`src/rtl/decoder_2x4_hold.sv`:
```
// 2-to-4 one-hot decoder that holds the selected line for HOLD_CYCLES cycles,
// then drops it with a one-cycle done pulse; en low during a hold aborts it.
module decoder_2x4_hold #(
    parameter int HOLD_CYCLES = 4
) (
    input  logic       clk,
    input  logic       rst_n,
    input  logic       en,
    input  logic       in_valid,
    input  logic [1:0] code,
    output logic       in_ready,
    output logic [3:0] y,
    output logic       busy,
    output logic       done
);

    localparam logic IDLE = 1'b0;
    localparam logic HOLD = 1'b1;

    // A zero hold length behaves like one cycle.
    localparam logic [7:0] HOLD_LOAD = (HOLD_CYCLES <= 1) ? 8'd0 : 8'(HOLD_CYCLES - 1);

    logic       state;
    logic [7:0] cnt;

    assign in_ready = (state == IDLE) && en;
    assign busy     = (state == HOLD);

    always_ff @(posedge clk or negedge rst_n) begin
        if (!rst_n) begin
            state <= IDLE;
            cnt   <= 8'd0;
            y     <= 4'b0000;
            done  <= 1'b0;
        end else begin
            done <= 1'b0;
            if (state == IDLE) begin
                if (in_valid && in_ready) begin
                    state <= HOLD;
                    y     <= 4'b0001 << code;
                    cnt   <= HOLD_LOAD;
                end
            end else begin
                if (!en) begin
                    // Abort: drop the line silently, no completion pulse.
                    state <= IDLE;
                    y     <= 4'b0000;
                    cnt   <= 8'd0;
                end else if (cnt == 8'd0) begin
                    state <= IDLE;
                    y     <= 4'b0000;
                    done  <= 1'b1;
                end else begin
                    cnt <= cnt - 8'd1;
                end
            end
        end
    end

endmodule

```
`config.mk`:
```
export PLATFORM = sky130hd
export DESIGN_NAME = decoder_2x4_hold
export DESIGN_NICKNAME = d
export VERILOG_FILES = /design/src/rtl/decoder_2x4_hold.sv
export SDC_FILE = /design/constraint.sdc
export NUM_CORES = 1
export LEC_CHECK = 0
export ABC_AREA = 1
export BUFFER_PORTS_ARGS = -buffer_cell sky130_fd_sc_hd__buf_2
export CORE_UTILIZATION = 41
export DETAILED_ROUTE_END_ITERATION = 6
export RECOVER_POWER = 100
export SLEW_MARGIN = 20
export SYNTH_ARGS = -nofsm -noshare
export SYNTH_HDL_FRONTEND = slang
export SYNTH_SLANG_ARGS = --single-unit
```
`constraint.sdc`:
```
create_clock -name clk -period 1.55 [get_ports clk]
set_input_delay 0.2325 -clock clk [delete_from_list [all_inputs] [get_ports clk]]
set_output_delay 0.2325 -clock clk [all_outputs]
set_load 0.01 [all_outputs]
```
==> flow_metrics.env <==
export IMPL_place_area_um2=942.2
export IMPL_grt_pass1_wl_mm=2.849
export IMPL_syn_avg_cell_area_um2=7.396
export IMPL_num_antenna_cells=0
export IMPL_clock_fmax_mhz=698.6
export IMPL_drtIter0Drc=23
export IMPL_tightestPinTransition_ps=788.7
export IMPL_die_area_um2=2223
export IMPL_synth_cell_types=20
export IMPL_slew_violations=0
export IMPL_clk_pin_slew_worst_paths_ps=80
export IMPL_area_growth_pct=16.92
export IMPL_ant_nets=0
export IMPL_power_per_cell_area_nw_per_um2=1576
export IMPL_path_buf_inv=2
export IMPL_drive_gt1_share_pct=24.24
export IMPL_cts_sinks=14
export IMPL_finalSetupViolations=0
export IMPL_power_leakage_nw=0.5082
export IMPL_syn_cell_area_um2=835.8
export IMPL_synth_top_cell_by_area="dfrtp_1"
export IMPL_synthAdderAreaFrac_pct=1.497
export IMPL_postLayoutCellArea_um2=977.2
export IMPL_fp_dieH_um=47.15
export IMPL_grt_pass1_vias=648
export IMPL_muxShareOfSynthArea_pct=0
export IMPL_drt_wl_total_mm=1.843
export IMPL_synth_nets=120
export IMPL_synth_compound_area_share_pct=9.431
export IMPL_worstSetupPathType="reg -> reg"
export IMPL_synth_xor_area_share_pct=0
export IMPL_drt_pass1_iter_count=4
export IMPL_pin_count=13
export IMPL_final_nets=141
export IMPL_status="finished clean"
export IMPL_cts_buffers=3
export IMPL_num_vias=782
export IMPL_start_util_pct=45.91
export IMPL_worstHoldPathType="in -> reg"
export IMPL_synth_top_family_by_area="simple AND/OR/NAND/NOR gates"
export IMPL_cp_cell_sequence="inv_2, ha_4, nand2_1, nor2_1, nand3_2, nand2_4, inv_4, nand3_1, nand2_1"
export IMPL_clock_skew_ps=3.665
export IMPL_clock_latency_ps=280
export IMPL_ir_drop_mv=0.8226
export IMPL_detail_route_wl_per_cell_um=11.74
export IMPL_grt_antenna_before_repair=0
export IMPL_coreArea_um2=1821
export IMPL_clock_path_buffers=2
export IMPL_period_needed_ps=1431
export IMPL_ys_ff_latch=14
export IMPL_synth_cells=113
export IMPL_cp_top_family="simple AND/OR/NAND/NOR gates"
export IMPL_max_stage_delay_ps=410
export IMPL_numPortBuffers=12
export IMPL_clockRootBuffer="clkbuf_4"
export IMPL_gr_total_overflow=0
export IMPL_synth_seq_area_share_pct=41.92
export IMPL_htreeDepth=1
export IMPL_track_usage_pct=19.02
export IMPL_rows=15
export IMPL_relSlewSlack_pct=47.42
export IMPL_final_util_pct=53.68
export IMPL_slowest_stage="dfrtp_1"
export IMPL_hold_violations=0
export IMPL_cp_end_kind="register"
export IMPL_cp_arrival_ps=1610
export IMPL_die_w_um=47.15
export IMPL_grt_max_degree=15
export IMPL_yosys_top_cells_area="dfrtp_1 42%, nand2_1 15%, nand3_1 5.4%"
export IMPL_start_kind="register"
export IMPL_dp_final_hpwl_mm=1.341
export IMPL_crit_top_cell="nand2_1"
export IMPL_final_common_cell="nand2_1"
export IMPL_reg2reg_slack_ps=120
export IMPL_cp_max_fo=6
export IMPL_cts_tree="done"
export IMPL_drv_cap=0
export IMPL_synth_top_area_share_pct=41.92
export IMPL_place_congestion=0.8902
export IMPL_final_period_utilization_pct=92.35
export IMPL_worstPathRequired_ps=1730
export IMPL_drc=0
export IMPL_synthSimpleGateAreaFrac_pct=38.77
export IMPL_via_per_inst=4.981
export IMPL_synth_yosys_warnings=0
export IMPL_mostFrequentLayoutCells="34 x nand2_1, 14 x dfrtp_1, 13 x nor2_1"
==> report_power, final <==
group	internal [mW]	total (mW)	switching, mW	leakage (nW)
sequential	0.466	0.558	0.0919	0.185
clock	0.0900	0.204	0.114	0.0138
combinational	0.289	0.778	0.489	0.309
==> worst min-delay path: cells and delay by family <==
family,cells,cell delay (ps)
AND/OR/NAND/NOR,2,140
buffers and inverters,1,80
==> metrics by stage <==
step,std cells,worst slack [ps],power (mW),hold WS [ps],TNS [ps]
6_report,157,118.6,1.540,204.9,0
5_1_grt,157,-6.246,1.671,194.5,-6.818
4_1_cts,156,63.13,1.499,201.9,0
3_5_place_dp,152,74.58,1.286,151.6,0
3_3_place_gp,152,105.2,1.281,152.3,0
2_1_floorplan,113,116.5,1.073,-63.09,0
==> cell usage after synthesis <==
| master | n |
|---|---|
| o21ai_2 | 5 |
| nand2_1 | 34 |
| nor2_2 | 2 |
| buf_4 | 1 |
| ha_1 | 1 |
| inv_4 | 1 |
| nand2_4 | 2 |
| a21oi_1 | 1 |
| o21ai_0 | 1 |
| nor2_1 | 12 |
| dfrtp_1 | 14 |
| nand3_1 | 9 |
| inv_1 | 11 |
| nor2_4 | 1 |
| o21ai_1 | 5 |
| nand4_1 | 5 |
| nor4_1 | 1 |
| nand2_2 | 2 |
| nand3_2 | 1 |
| inv_2 | 4 |
==> path summary, 6_finish.rpt <==
| path | start | to | cells after the start |
|---|---|---|---|
| setup reg to reg | cnt[1] | cnt[6] | 9 |
| hold reg to reg | y[2] | y[2] | 2 |
| setup / recovery | cnt[1] | cnt[6] | 9 |
| hold / removal | in_valid | busy | 3 |
| min in group asynchronous | rst_n | cnt[4] | 2 |
| max in group asynchronous | rst_n | done | 2 |
==> flip-flops by register name, summed over array words and instances (netlist names) <==
register,cells
busy,1
cnt,8
done,1
y,4
==> repair_timing <==
item                                   in CTS  in global routing
setup endpoints to repair                   0                  9
resized for setup                           0                  4
buffers inserted                            0                  0
endpoints found under the hold margin      14                  0
hold buffers                                1                  0
==> routing by layer <==
| metal | share of wire, % | track usage, % |
|---|---|---|
| met4 | 0.76 | 7.429 |
| met2 | 45 | 25.28 |
| met5 | 0 | 0 |
| met1 | 50 | 29.33 |
| met3 | 4.9 | 4.615 |
==> cells by family after synthesis <==
group / after synthesis
compound gates: 12
flops: 14
fa+ha+maj: 1
buf+inv: 17
simple gates: 69
==> final cells by class <==
cell class | count | area [µm²]
Clock buffer | 3 | 22.52
Multi-Input combinational cell | 83 | 426.7
Fill cell | 190 | 843.3
Sequential cell | 14 | 350.3
Timing Repair Buffer | 16 | 83.83
Tap cell | 25 | 31.28
Inverter | 16 | 62.56
(Power assumes the default switching activity.)
